--- src/rtl/hosted_axi_rd_arbiter.sv ---
// Round-robin arbiter sharing one hosted AXI read path between NREQ masters.
// One burst in flight at a time; R beats are steered back to the granted master.
module hosted_axi_rd_arbiter #(
   parameter int NREQ = 2
) (
   input  logic              clk,
   input  logic              rst_n,
   input  logic [NREQ-1:0]   m_arvalid,
   output logic [NREQ-1:0]   m_arready,
   input  logic [NREQ*32-1:0] m_araddr,
   input  logic [NREQ*8-1:0] m_arlen,
   input  logic [NREQ*3-1:0] m_arsize,
   input  logic [NREQ*2-1:0] m_arburst,
   output logic [NREQ-1:0]   m_rvalid,
   input  logic [NREQ-1:0]   m_rready,
   output logic [31:0]       m_rdata,
   output logic [1:0]        m_rresp,
   output logic              m_rlast,
   output logic              sys_arvalid,
   input  logic              sys_arready,
   output logic [7:0]        sys_arid,
   output logic [31:0]       sys_araddr,
   output logic [7:0]        sys_arlen,
   output logic [2:0]        sys_arsize,
   output logic [1:0]        sys_arburst,
   input  logic              sys_rvalid,
   output logic              sys_rready,
   input  logic [31:0]       sys_rdata,
   input  logic [1:0]        sys_rresp,
   input  logic              sys_rlast
);

   localparam int GW = $clog2(NREQ);

   localparam logic [1:0] IDLE = 2'd0;
   localparam logic [1:0] ADDR = 2'd1;
   localparam logic [1:0] DATA = 2'd2;

   logic [1:0]    state;
   logic [GW-1:0] rr_ptr;
   logic [GW-1:0] grant;
   logic [GW-1:0] pick;
   logic [GW-1:0] idx;
   logic          found;

   // first valid requester at or after rr_ptr, wrapping
   always_comb begin
      pick  = '0;
      idx   = '0;
      found = 1'b0;
      for (int i = 0; i < NREQ; i++) begin
         idx = GW'((int'(rr_ptr) + i) % NREQ);
         if (!found && m_arvalid[idx]) begin
            found = 1'b1;
            pick  = idx;
         end
      end
   end

   always_comb begin
      m_arready = '0;
      if (state == IDLE && found)
         m_arready[pick] = 1'b1;
   end

   always_comb begin
      m_rvalid   = '0;
      sys_rready = 1'b0;
      if (state == DATA) begin
         m_rvalid[grant] = sys_rvalid;
         sys_rready      = m_rready[grant];
      end
   end

   assign m_rdata  = sys_rdata;
   assign m_rresp  = sys_rresp;
   assign m_rlast  = sys_rlast;
   assign sys_arid = 8'(grant);

   always_ff @(posedge clk or negedge rst_n) begin
      if (!rst_n) begin
         state       <= IDLE;
         rr_ptr      <= '0;
         grant       <= '0;
         sys_arvalid <= 1'b0;
         sys_araddr  <= '0;
         sys_arlen   <= '0;
         sys_arsize  <= '0;
         sys_arburst <= '0;
      end else begin
         unique case (state)
            IDLE: begin
               if (found) begin
                  grant       <= pick;
                  rr_ptr      <= (int'(pick) == NREQ - 1) ? '0 : pick + 1'b1;
                  sys_araddr  <= m_araddr[int'(pick)*32 +: 32];
                  sys_arlen   <= m_arlen[int'(pick)*8 +: 8];
                  sys_arsize  <= m_arsize[int'(pick)*3 +: 3];
                  sys_arburst <= m_arburst[int'(pick)*2 +: 2];
                  sys_arvalid <= 1'b1;
                  state       <= ADDR;
               end
            end
            ADDR: begin
               if (sys_arready) begin
                  sys_arvalid <= 1'b0;
                  state       <= DATA;
               end
            end
            DATA: begin
               if (sys_rvalid && sys_rready && sys_rlast)
                  state <= IDLE;
            end
            default: state <= IDLE;
         endcase
      end
   end

endmodule
--- config.mk ---
export PLATFORM = sky130hd
export DESIGN_NAME = hosted_axi_rd_arbiter
export DESIGN_NICKNAME = d
export VERILOG_FILES = /design/src/rtl/hosted_axi_rd_arbiter.sv
export SDC_FILE = /design/constraint.sdc
export NUM_CORES = 1
export LEC_CHECK = 0
export ABC_AREA = 1
export CAP_MARGIN = 10
export CORE_ASPECT_RATIO = 1.75
export CORE_MARGIN = 4
export CORE_UTILIZATION = 37
export DETAILED_ROUTE_END_ITERATION = 6
export GPL_TIMING_DRIVEN = 0
export PLACE_DENSITY = 0.91
export SKIP_CTS_REPAIR_TIMING = 1
export SKIP_LAST_GASP = 1
export SYNTH_ARGS = -nofsm -noshare
export SYNTH_HDL_FRONTEND = slang
export SYNTH_SLANG_ARGS = --single-unit
--- constraint.sdc ---
create_clock -name clk -period 2.3 [get_ports clk]
set_input_delay 0.345 -clock clk [delete_from_list [all_inputs] [get_ports clk]]
set_output_delay 0.345 -clock clk [all_outputs]
set_load 0.1 [all_outputs]
==> results.md, run 1 <==
- Global-route usage over all layers: 20.9%
- Worst EP arrival: 1980 ps
- Initial antenna violation count: 0
- Vias in the first global route: 3576
- CTS tree: built
- DR iter-0 viols: 153
- Grt total ovfl: 0
- Ratio of cells with drive above 1 in the final layout: 13.7%
- PwrDens: 1580 nW/um2
- Row count: 43
- I/O Pins: 227
- Register area share after synthesis: 41.6%
- Fin. Hold Viols: 0
- Critical path class: in -> out
- Compound-gate portion of the synthesized area: 0.333%
- Worst-Skew Late Latency: 280 ps
- Max Clk Rate: 430 MHz
- Largest family of logic cells by synthesized area: simple AND/OR/NAND/NOR gates
- Syn Area/Cell: 7.03 um2
- Failing checks: negative setup slack
- DRC Markers: 0
- Final Cycle Share: 101%
- Initial Util: 38.0%
- Max-slew headroom: 32.6%
- Deepest clock path buffer count: 2
- N_diodes: 0
- Post-Syn Area: 3010 um2
- CP Capture Type: output port
- Area grow syn2layout: 71.8%
- Post-place instance area: 5010 um2
- Peak supply drop: 907 uV
- Post-route ant nets: 0
- Mapped Cells: 428
- Time the worst path needs with I/O delays and setup: 2330 ps
- Final instance area: 5170 um2
- CTS clk-pin slew, worst paths: 70 ps
- CTS Buf Count: 5
- Root buffer cell: clkbuf_16
- Clock sinks: 50
- Max_cap viols: 0
- Final Power: 8.16 mW
- CP max FO: 10
- Post-place setup slack: -727 ps
- Worst hold slack: 50.7 ps
- Worst setup SP type: primary input
- Setup Skew: 6.22 ps
- Final setup vio count: 1
- First-pass GRT wire length: 16400 um
- Synth warnings: 0
- Post-synth cell types: 20
- Die width: 76.2 um
- Die Y: 127 um
- Nets: 760
- Die ar.: 9700 um2
- Adder-Cell Fraction of Synth Area: 0%
- Post-synthesis mux area share: 0%
- Crit path required time: 1960 ps
- Pin count of the biggest net entering global routing: 27
- Routed WL: 10400 um
- Hpwl dp: 8610 um
- Static leakage: 2.72 nW
- Simple-gate share of the synthesized area: 39.8%
- Via count: 3427
- Hold crit path type: in -> async
- RSZ-0062 raised after global routing: yes
- 1st-pass router iterations: 4
- Most frequent cells in the layout: nand2_1 (238), clkdlybuf4s50_1 (177), buf_4 (50), dfrtp_1 (50), nand3_1 (46)
- H-Tree Depth: 2
- Post-synthesis xor/xnor area fraction: 0%
- GP Congestion: 0.817
- Setup slack after layout: -28.1 ps
- Slew @ Worst Pin: 1010 ps
- Drt wl/cell: 14.6 um
- Final max-slew violation count: 0
- Status: complete, but fails checks
- Yosys reg bits: 50
- Commonest non-fill, non-tap cell in the layout: nand2_1
- Port Buffers: 185
- Core Region: 7910 um2
- Vias/cell: 4.77
==> registers in the layout (all words and copies together) (netlist names) <==
register / flops
sys_araddr: 32
sys_arlen: 8
sys_arsize: 3
state: 2
sys_arburst: 2
grant: 1
rr_ptr: 1
sys_arvalid: 1
==> critical path: stages <==
cell and delay [ps]:
clkdlybuf4s50_1 460, nand2_4 100, buf_8 150, nand2_8 100, buf_6 160, inv_2 80, nand2_1 70, inv_1 60
clkbuf_2 450
==> Yosys cell counts, drive strengths merged <==
library cell	instances	share of area, %
buf	66	16
nor3	2	0.33
nand3	46	7.7
conb	1	0.12
dfrtp	50	42
nor2	4	0.50
nand4	1	0.21
o21ai	2	0.33
nand2	241	31
inv	14	1.8
and3	1	0.21
==> report_power, final <==
group | switching (mW) | internal [mW]
Clock | 0.317 | 0.514
Combinational | 4.43 | 1.37
Sequential | 0.232 | 1.30
==> per-layer routing <==
metal	GRT usage (%)	part of all wire (%)	vias up
met5	0	0	-
met4	7.21	2.5	0
met3	5.92	8.2	18
met2	41.2	54	197
met1	20.1	35	1559
li1	-	-	1653
==> final cells by class <==
type / count / area, um2
fill: 656 / 2740
timing repair buffer: 186 / 1860
sequential: 50 / 1250
multi-input combinational: 304 / 1240
clock buffer: 6 / 129
buffer: 66 / 490
tap: 90 / 113
clock inverter: 2 / 37.5
inverter: 14 / 55.1
==> path summary, 6_finish.rpt <==
check                                        endpoint  cells past startpoint                       from  slack, ps
min                         sys_araddr[6]$_DFFE_PN0P_                      1                      rst_n         50
max                                      m_arready[1]                      9               m_arvalid[0]        -30
min in group clk            sys_araddr[2]$_DFFE_PN0P_                      2  sys_araddr[2]$_DFFE_PN0P_        480
max reg2reg                  sys_arlen[7]$_DFFE_PN0P_                      6       state[0]$_DFFE_PN0P_        970
max in group asynchronous  sys_araddr[17]$_DFFE_PN0P_                      2                      rst_n       1690
min reg2reg                 sys_araddr[2]$_DFFE_PN0P_                      2  sys_araddr[2]$_DFFE_PN0P_        480
==> per-stage QoR <==
step                util, %  setup TNS, ps  cells
global route           65.4           -137    718
CTS                    65.5          -2510    718
floorplan                 -          -1380    434
detailed placement     63.4          -2350    710
finish                 65.4          -28.1    718
global placement       63.2         -32680    709
==> cells by family (layout without fill, tap and decap cells) <==
logic type      Yosys count  in the layout
flops                    50             50
other cells               1              7
compound gates            2              2
simple gates            295            295
buf+inv                  80            274
(Power assumes the default switching activity.)
==> run 2, diff against run 1 <==
CTS_CLUSTER_SIZE = 25   (was unset)
==> results of run 2 <==
Same layout as run 1: the final DEF is identical, and so are final timing and power.
==> run 3, diff against run 2 <==
CAP_MARGIN = unset   (was 10)
CTS_CLUSTER_SIZE = unset   (was 25)
==> results of run 3 <==
Same layout as run 1: the final DEF is identical, and so are final timing and power.
